[src/rtl/i2c_bus_monitor.sv]
// i2c_bus_monitor: passive I2C sniffer for the iCE40 I2C pin-primitive stage.
// Synchronises and deglitches SDA/SCL, flags START / repeated START / STOP,
// and reports every completed byte together with its ACK bit.
// The bus is never driven from here.
module i2c_bus_monitor #(
  parameter int FILTER_LEN = 3
) (
  input  logic       ICE_CLK,
  input  logic       RST,
  input  logic       SDA_DIN,
  input  logic       SCL_DIN,
  output logic       START_PULSE,
  output logic       STOP_PULSE,
  output logic       BUS_BUSY,
  output logic       BYTE_VALID,
  output logic [7:0] BYTE_DATA,
  output logic       BYTE_ACK,
  output logic       BYTE_IS_ADDR,
  output logic       ERR
);

  localparam int CNT_W = (FILTER_LEN < 1) ? 1 : $clog2(FILTER_LEN + 1);
  localparam logic [CNT_W-1:0] CNT_LAST = CNT_W'((FILTER_LEN < 1) ? 0 : FILTER_LEN - 1);

  typedef enum logic [1:0] {
    S_IDLE,
    S_DATA,
    S_ACK
  } state_t;

  state_t state;

  logic sda_s1, sda_s2, scl_s1, scl_s2;
  logic sda_f, scl_f;
  logic sda_prev, scl_prev;
  logic [CNT_W-1:0] sda_cnt, scl_cnt;

  logic [3:0] bitcnt;
  logic [7:0] shreg;
  logic       first;
  logic       bit_pend;
  logic       bit_sample;

  logic scl_rise, scl_fall, start_det, stop_det;

  // Two-flop synchronisers; idle-high reset values keep the first cycles edge-free.
  always_ff @(posedge ICE_CLK) begin
    if (RST) begin
      sda_s1 <= 1'b1;
      sda_s2 <= 1'b1;
      scl_s1 <= 1'b1;
      scl_s2 <= 1'b1;
    end else begin
      sda_s1 <= SDA_DIN;
      sda_s2 <= sda_s1;
      scl_s1 <= SCL_DIN;
      scl_s2 <= scl_s1;
    end
  end

  // Deglitch filters: a line only flips after FILTER_LEN consecutive differing samples.
  always_ff @(posedge ICE_CLK) begin
    if (RST) begin
      sda_f   <= 1'b1;
      scl_f   <= 1'b1;
      sda_cnt <= '0;
      scl_cnt <= '0;
    end else begin
      if (sda_s2 != sda_f) begin
        if (sda_cnt == CNT_LAST) begin
          sda_f   <= sda_s2;
          sda_cnt <= '0;
        end else begin
          sda_cnt <= sda_cnt + 1'b1;
        end
      end else begin
        sda_cnt <= '0;
      end
      if (scl_s2 != scl_f) begin
        if (scl_cnt == CNT_LAST) begin
          scl_f   <= scl_s2;
          scl_cnt <= '0;
        end else begin
          scl_cnt <= scl_cnt + 1'b1;
        end
      end else begin
        scl_cnt <= '0;
      end
    end
  end

  // One-cycle-delayed filtered lines used for edge detection.
  always_ff @(posedge ICE_CLK) begin
    if (RST) begin
      sda_prev <= 1'b1;
      scl_prev <= 1'b1;
    end else begin
      sda_prev <= sda_f;
      scl_prev <= scl_f;
    end
  end

  // Bus conditions; a simultaneous SCL+SDA change is neither START nor STOP.
  always_comb begin
    scl_rise  = !scl_prev & scl_f;
    scl_fall  = scl_prev & !scl_f;
    start_det = sda_prev & !sda_f & scl_prev & scl_f;
    stop_det  = !sda_prev & sda_f & scl_prev & scl_f;
  end

  // Protocol FSM. A data bit is sampled on the SCL rise but only committed on the
  // following SCL fall: every START/STOP is preceded by an SCL rise, and that rise
  // must not count as a data bit of the byte the condition interrupts.
  always_ff @(posedge ICE_CLK) begin
    if (RST) begin
      state        <= S_IDLE;
      bitcnt       <= 4'd0;
      shreg        <= 8'h00;
      first        <= 1'b0;
      bit_pend     <= 1'b0;
      bit_sample   <= 1'b0;
      START_PULSE  <= 1'b0;
      STOP_PULSE   <= 1'b0;
      BUS_BUSY     <= 1'b0;
      BYTE_VALID   <= 1'b0;
      BYTE_DATA    <= 8'h00;
      BYTE_ACK     <= 1'b0;
      BYTE_IS_ADDR <= 1'b0;
      ERR          <= 1'b0;
    end else begin
      START_PULSE <= 1'b0;
      STOP_PULSE  <= 1'b0;
      BYTE_VALID  <= 1'b0;
      ERR         <= 1'b0;
      if (start_det) begin
        START_PULSE <= 1'b1;
        BUS_BUSY    <= 1'b1;
        ERR         <= (bitcnt != 4'd0);
        bitcnt      <= 4'd0;
        first       <= 1'b1;
        bit_pend    <= 1'b0;
        state       <= S_DATA;
      end else if (stop_det) begin
        STOP_PULSE <= 1'b1;
        BUS_BUSY   <= 1'b0;
        ERR        <= (bitcnt != 4'd0);
        bitcnt     <= 4'd0;
        bit_pend   <= 1'b0;
        state      <= S_IDLE;
      end else begin
        case (state)
          S_DATA: begin
            if (scl_rise) begin
              bit_sample <= sda_f;
              bit_pend   <= 1'b1;
            end else if (scl_fall && bit_pend) begin
              bit_pend <= 1'b0;
              shreg    <= {shreg[6:0], bit_sample};
              bitcnt   <= bitcnt + 4'd1;
              if (bitcnt == 4'd7) begin
                state <= S_ACK;
              end
            end
          end
          S_ACK: begin
            if (scl_rise) begin
              BYTE_VALID   <= 1'b1;
              BYTE_DATA    <= shreg;
              BYTE_ACK     <= sda_f;
              BYTE_IS_ADDR <= first;
              first        <= 1'b0;
              bitcnt       <= 4'd0;
              state        <= S_DATA;
            end
          end
          default: begin
          end
        endcase
      end
    end
  end

endmodule

[config.mk]
export PLATFORM = sky130hd
export DESIGN_NAME = i2c_bus_monitor
export DESIGN_NICKNAME = d
export VERILOG_FILES = /design/src/rtl/i2c_bus_monitor.sv
export SDC_FILE = /design/constraint.sdc
export NUM_CORES = 1
export LEC_CHECK = 0
export CAP_MARGIN = 25
export CORE_MARGIN = 2
export CORE_UTILIZATION = 37
export CTS_BUF_LIST = sky130_fd_sc_hd__clkbuf_16
export CTS_CLUSTER_SIZE = 28
export DETAILED_ROUTE_END_ITERATION = 8
export GPL_TIMING_DRIVEN = 0
export SLEW_MARGIN = 0
export SYNTH_ARGS = -nofsm -noshare
export SYNTH_HDL_FRONTEND = slang
export SYNTH_SLANG_ARGS = --single-unit
[constraint.sdc]
create_clock -name ICE_CLK -period 1.59 [get_ports ICE_CLK]
set_clock_uncertainty 0.1 [all_clocks]
set_input_delay 0.2385 -clock ICE_CLK [delete_from_list [all_inputs] [get_ports ICE_CLK]]
set_output_delay 0.2385 -clock ICE_CLK [all_outputs]
set_load 0.05 [all_outputs]
==> results of run 1 <==
[stage by stage]
| stage | instances | area, um2 |
|---|---|---|
| CTS | 292 | 2290 |
| finish | 291 | 2300 |
| detailed placement | 274 | 2010 |
| floorplan | 202 | 1770 |
| global route | 291 | 2300 |
| global placement | 274 | 2010 |
[cell usage after synthesis]
cell type and count:
a21oi_1 26, a221oi_1 2, a31o_2 1, a31oi_1 1
and3_1 2, buf_2 4, buf_6 1, clkbuf_1 6
dfxtp_1 44, ha_1 6, inv_1 10, mux2_1 1
mux2i_1 2, nand2_1 35, nand2b_1 1, nand3_1 11
nand3b_4 1, nand4b_1 2, nor2_1 15, nor2b_1 3
nor3_1 2, nor3b_1 1, nor3b_2 1, nor4_1 1
nor4b_2 1, o211ai_1 1, o21ai_0 7, o21bai_1 1
o22a_4 1, or2_2 5, or3_1 4, xnor2_1 2
xor2_1 1
[worst max-delay path: stages, from the launching register on]
cell     delay, ns
dfxtp_4       0.36
inv_2         0.04
ha_4          0.17
buf_4         0.14
o22a_4        0.25
or3_4         0.33
a21oi_2       0.12
[kinds of logic after synthesis]
| group | count (synthesis) | share of synthesized area |
|---|---|---|
| flip-flops | 44 | 0.500 |
| XOR/XNOR | 3 | 0.0149 |
| multiplexers | 3 | 0.0178 |
| buffers and inverters | 21 | 0.0519 |
| AND/OR/NAND/NOR | 85 | 0.242 |
| adder cells (fa/ha/maj) | 6 | 0.0426 |
| AO/OA/AOI/OAI | 40 | 0.131 |
[layout make-up]
type | instances | area (um2)
Fill cell | 459 | 2360
Buffer | 9 | 53.8
Clock buffer | 5 | 125
Inverter | 10 | 37.5
Timing Repair Buffer | 30 | 251
Sequential cell | 44 | 891
Clock inverter | 2 | 7.51
Tap cell | 54 | 67.6
Multi-Input combinational cell | 137 | 866
[state kept, by name, summed over array words and instances, names as in the netlist, 2 cells and up]
signal and flops:
BYTE_DATA 8, scl_cnt 2, shreg 8, state 2, bitcnt 4, sda_cnt 2
[repair_timing]
action,4_1_cts,5_1_grt
setup buffers,11,1
pin swaps,8,4
endpoints found under the setup margin,41,27
gates resized for setup,39,9
[metal layers]
layer	vias to the layer above	routed length [um]	GRT usage
met5	-	0	0
met4	0	89	0.0885
met3	8	98	0.0456
met2	14	1640	0.228
met1	651	1760	0.197
li1	744	-	-
[power by group through the flow]
stage | logic [mW] | registers, mW | clock network (mW)
3_3_place_gp | 0.0463 | 1.14 | 0
6_report | 0.0481 | 1.12 | 0.956
2_1_floorplan | 0.0276 | 1.14 | 0
3_5_place_dp | 0.0464 | 1.14 | 0
4_1_cts | 0.0481 | 1.12 | 0.987
5_1_grt | 0.0535 | 1.12 | 1.03
[worst min-delay path by stage]
stage                      end  slack (ns)  cells past startpoint
finish                  scl_s2        0.31                      1
global route        sda_cnt[0]        0.32                      1
CTS                     scl_s2        0.31                      1
detailed placement      scl_s2        0.30                      1
global placement        scl_s2        0.30                      1
floorplan               scl_s1        0.24                      1
==> run_results.csv, run 1 <==
group,metric,value,unit
yosys,synth.distinct_cells,33,
place,dpl.hpwl,2330,um
critical_path,startpoint_type,"flop",
clock_network,cts_root_buf,"clkbuf_16",
floorplan,rows,25,
timing,max_freq,634,MHz
place,pre_cts_slack,-0.417,ns
timing,tightest_slew,0.493,ns
power_and_ir_drop,switching_share,0.201,
floorplan,design.core.area,0.00466,mm2
floorplan,ios,19,
global_routing,grt_pass1_wl,6180,um
clock_network,cts_hold_buf,0,
critical_path,r2r-start,"state[1]",
critical_path,endpoint_kind,"flop",
place,numPortBuffers,18,
clock_network,clock_path_buffers,2,
clock_network,clock_latency,0.28,ns
yosys,yosysTopAreaCellShare,0.500,
power_and_ir_drop,p_total,2.12,mW
yosys,yosys.area.top_type,"dfxtp_1",
clock_network,clock-sinks,44,
critical_path,reg2reg_setup_slack,0.01,ns
global_routing,grt_pass1_vias,1362,
timing,relSlewSlack,0.672,
layout,diodes,0,
timing,final.period_utilization,0.991,
power_and_ir_drop,pwr-share-clk,0.451,
timing,fin_hold_ws,0.307,ns
power_and_ir_drop,power.density,922,mW/mm2
yosys,synth_area_leaders,"dfxtp_1 (50%), nand2_1 (7.5%), a21oi_1 (7.4%)",
critical_path,reg2reg_to,"bitcnt[2]",
drt,wirelength,3590,um
timing,totalNegativeSetupSlack,0,ns
critical_path,cp.arrival,1.70,ns
timing,final_hold_viol_count,0,
power_and_ir_drop,p_leak,0.933,nW
clock_network,clk_pin_slew,0.06,ns
power_and_ir_drop,comb_power_share,0.023,
global_routing,grt_overflow,0,
run_status,status,"finished, final reports clean",
power_and_ir_drop,power_frac_seq,0.527,
timing,maxSlewViolCount,0,
job,drv_cap,0,
critical_path,rr_worst_depth,6,
layout,syn2layout_area_growth,30.6,%
critical_path,cp_max_fo,5,
min_path,hold_path.startpoint,"scl_s1",
timing,rsz0062_at_grt,"true",
power_and_ir_drop,irDropWorstVdd,446,uV
floorplan,die_area,0.00533,mm2
global_routing,grt_max_degree,13,
critical_path,startpoint,"state[1]",
yosys,synth_cells,202,
yosys,syn_avg_cell_area,8.72,um2
clock_network,cts_tree,"yes",
critical_path,path_class,"flop to flop",
global_routing,antenna_found_initial,0,
drt,antenna_left,0,
drt,first_pass_iters,4,
timing,setup_violations,0,
min_path,hp-class,"flop to flop",
drt,drt-wirelength-per-cell,12.3,um
floorplan,chipWidth,73.0,um
critical_path,worstPathRequired,1.71,ns
global_routing,grt_usage,0.153,
drt,via_per_inst,4.87,
clock_network,h-tree-depth,2,
layout,final_util,0.493,
floorplan,dieHeight,73.0,um
place,place.gp.congestion,0.722,
layout,layout_common_cells,"dfxtp_1 (38), nand2_1 (35), a21oi_1 (25)",
yosys,ys_ff_latch,44,
layout,fin_nets,247,
yosys,yosysSeqAreaShare,0.500,
timing,min_period,1.58,ns
clock_network,cts_buffers,5,
critical_path,cp-endpoint,"bitcnt[2]",
drt,drtIter0Drc,62,
power_and_ir_drop,net-switching-power,427,uW
drt,vias,1417,
yosys,syn_area,0.00176,mm2
drt,drc,0,
floorplan,start_util,0.378,
yosys,syn-num-nets,212,
timing,worst_slack,0.0136,ns
power_and_ir_drop,p_int,1.69,mW
layout,layout_commonest_cell,"dfxtp_1",
yosys,synth_warnings,0,
layout,layout-drive-gt1-share,0.219,
(Power assumes the default switching activity.)
==> run 2, diff against run 1 <==
==> constraint.sdc (replaced) <==
create_clock -name ICE_CLK -period 1.3 [get_ports ICE_CLK]
set_clock_uncertainty 0.1 [all_clocks]
set_input_delay 0.195 -clock ICE_CLK [delete_from_list [all_inputs] [get_ports ICE_CLK]]
set_output_delay 0.195 -clock ICE_CLK [all_outputs]
set_load 0.05 [all_outputs]
==> run_results.csv, run 2 (synthesized netlist as in run 1, its figures left out) <==
group,metric,value,unit
run_status,status,"complete, but fails checks",
run_status,violations,"setup timing",
clock_network,clock_latency,0.28,ns
critical_path,slowest_delay,0.36,ns
global_routing,grt_max_degree,14,
clock_network,cts_buffers,5,
power_and_ir_drop,net-switching-power,522,uW
timing,max_freq,614,MHz
floorplan,chipWidth,73.0,um
critical_path,rr_worst_depth,6,
floorplan,design.core.area,0.00466,mm2
layout,layout-drive-gt1-share,0.397,
drt,vias,1484,
clock_network,cts_tree,"yes",
layout,diodes,0,
global_routing,grt_usage,0.162,
critical_path,reg2reg_to,"bitcnt[2]",
drt,drtIter0Drc,40,
layout,layout.cells.non_filler,293,
clock_network,cts_root_buf,"clkbuf_16",
job,drv_cap,0,
floorplan,start_util,0.378,
floorplan,die_area,0.00533,mm2
power_and_ir_drop,irDropWorstVdd,705,uV
power_and_ir_drop,comb_power_share,0.022,
timing,rsz0062_at_grt,"true",
layout,fin_nets,248,
drt,via_per_inst,5.06,
critical_path,critPathTopFamily,"simple AND/OR/NAND/NOR gates",
power_and_ir_drop,pwr-share-clk,0.491,
power_and_ir_drop,p_int,2.28,mW
timing,final_hold_viol_count,0,
floorplan,ios,19,
timing,final.period_utilization,1.25,
min_path,hold_depth,1,
timing,maxSlewViolCount,0,
power_and_ir_drop,power.density,1110,mW/mm2
layout,layout_common_cells,"dfxtp_1 (39), nand2_1 (19), nor2_1 (15)",
timing,totalNegativeSetupSlack,-2.45,ns
critical_path,cp.arrival,1.75,ns
drt,met3_length,118,um
layout,reg.largest.list,"BYTE_DATA (8), shreg (8), bitcnt (4)",
critical_path,worstPathRequired,1.42,ns
place,place.gp.congestion,0.730,
min_path,hold_end,"scl_s2",
critical_path,endpoint_kind,"flop",
layout,final_util,0.541,
drt,first_pass_iters,4,
clock_network,cts_hold_buf,0,
min_path,hp-class,"flop to flop",
power_and_ir_drop,p_leak,1.03,nW
layout,syn2layout_area_growth,43.1,%
drt,antenna_left,0,
clock_network,h-tree-depth,2,
timing,tightest_slew,0.276,ns
drt,wl_met2,1960,um
place,detailed_place.area,0.00208,mm2
clock_network,clock_path_buffers,2,
critical_path,cp.buffers_inverters,1,
min_path,hold_path.startpoint,"scl_s1",
timing,worst_slack,-0.327,ns
clock_network,clk_pin_slew,0.06,ns
place,numPortBuffers,18,
timing,min_period,1.63,ns
critical_path,r2r-start,"state[1]",
global_routing,antenna_found_initial,0,
drt,wl_met1,1750,um
place,dpl.hpwl,2370,um
power_and_ir_drop,power_frac_seq,0.487,
drt,drc,0,
place,placed_cells,274,
critical_path,cp_max_fo,6,
layout,layout_commonest_cell,"dfxtp_1",
critical_path,crit_slowest_cell,"dfxtp_4",
power_and_ir_drop,switching_share,0.187,
timing,setup_violations,17,
critical_path,startpoint_type,"flop",
critical_path,cp_cell_sequence,"inv_4 > ha_4 > nand4b_1 > o22a_4 > or3_1 > a21oi_2",
layout,fin_area,0.00252,mm2
timing,relSlewSlack,0.816,
drt,wirelength,3880,um
floorplan,rows,25,
floorplan,dieHeight,73.0,um
global_routing,grt_overflow,0,
critical_path,path_class,"flop to flop",
drt,top_layer,"met4",
clock_network,clock-sinks,44,
critical_path,path_depth,6,
critical_path,reg2reg_setup_slack,-0.33,ns
global_routing,grt_pass1_wl,6610,um
drt,drt-wirelength-per-cell,13.2,um
global_routing,grt_pass1_vias,1436,
critical_path,startpoint,"state[1]",
==> run 2: cell types whose count changed in the layout (fill, tap and decap cells not counted), moves of 3 or more <==
| cell | change |
|---|---|
| buf_4 | -3 |
| nand2_1 | -16 |
| buf_6 | +6 |
| buf_2 | +5 |
| clkdlybuf4s15_2 | +6 |
| a21oi_1 | -11 |
| dfxtp_2 | -3 |
| a21oi_2 | +11 |
| nand2_2 | +10 |
| clkbuf_2 | -3 |
| nand2_4 | +6 |
| dlygate4sd2_1 | -14 |
==> run 2: power groups by stage <==
stage | combinational (mW) | sequential (mW) | clock (mW)
global route | 0.0670 | 1.36 | 1.46
floorplan | 0.0350 | 1.40 | 0
global placement | 0.0578 | 1.40 | 0
CTS | 0.0607 | 1.37 | 1.42
finish | 0.0614 | 1.36 | 1.37
detailed placement | 0.0580 | 1.40 | 0
==> run 2: routing by layer <==
layer  track usage  up-vias
li1              -      750
met1         0.201      705
met2         0.271       24
met3        0.0414        5
met4        0.0576        0
met5             0        -
==> run 2: timing repair <==
item	in CTS	in global routing
endpoints found under the setup margin	45	35
pin swaps	20	18
gates cloned	1	0
resized for setup	95	34
buffers inserted	10	6
==> run 2: per-stage QoR <==
| stage | total power [mW] | hold WS [ns] | setup slack (ns) |
|---|---|---|---|
| 2_1_floorplan | 1.43 | 0.199 | -0.251 |
| 3_3_place_gp | 1.46 | 0.294 | -0.658 |
| 3_5_place_dp | 1.46 | 0.295 | -0.667 |
| 4_1_cts | 2.84 | 0.309 | -0.315 |
| 5_1_grt | 2.90 | 0.325 | -0.409 |
| 6_report | 2.80 | 0.306 | -0.327 |
==> run 2: how the worst max path moves through the flow <==
| stage | endpoint | slack, ns |
|---|---|---|
| 2_1_floorplan | bitcnt[3] | -0.25 |
| 3_3_place_gp | BYTE_ACK | -0.66 |
| 3_5_place_dp | shreg[0] | -0.67 |
| 4_1_cts | bitcnt[2] | -0.32 |
| 5_1_grt | bitcnt[2] | -0.41 |
| 6_report | bitcnt[2] | -0.33 |
==> run 2: cell type report <==
class                      instances  area [um2]
tap                               54        67.6
clock inverter                     3        38.8
sequential                        44         895
clock buffer                       5         125
buffer                             8        80.1
fill                             430        2140
timing repair buffer              32         295
inverter                          10        40.0
multi-input combinational        137         978
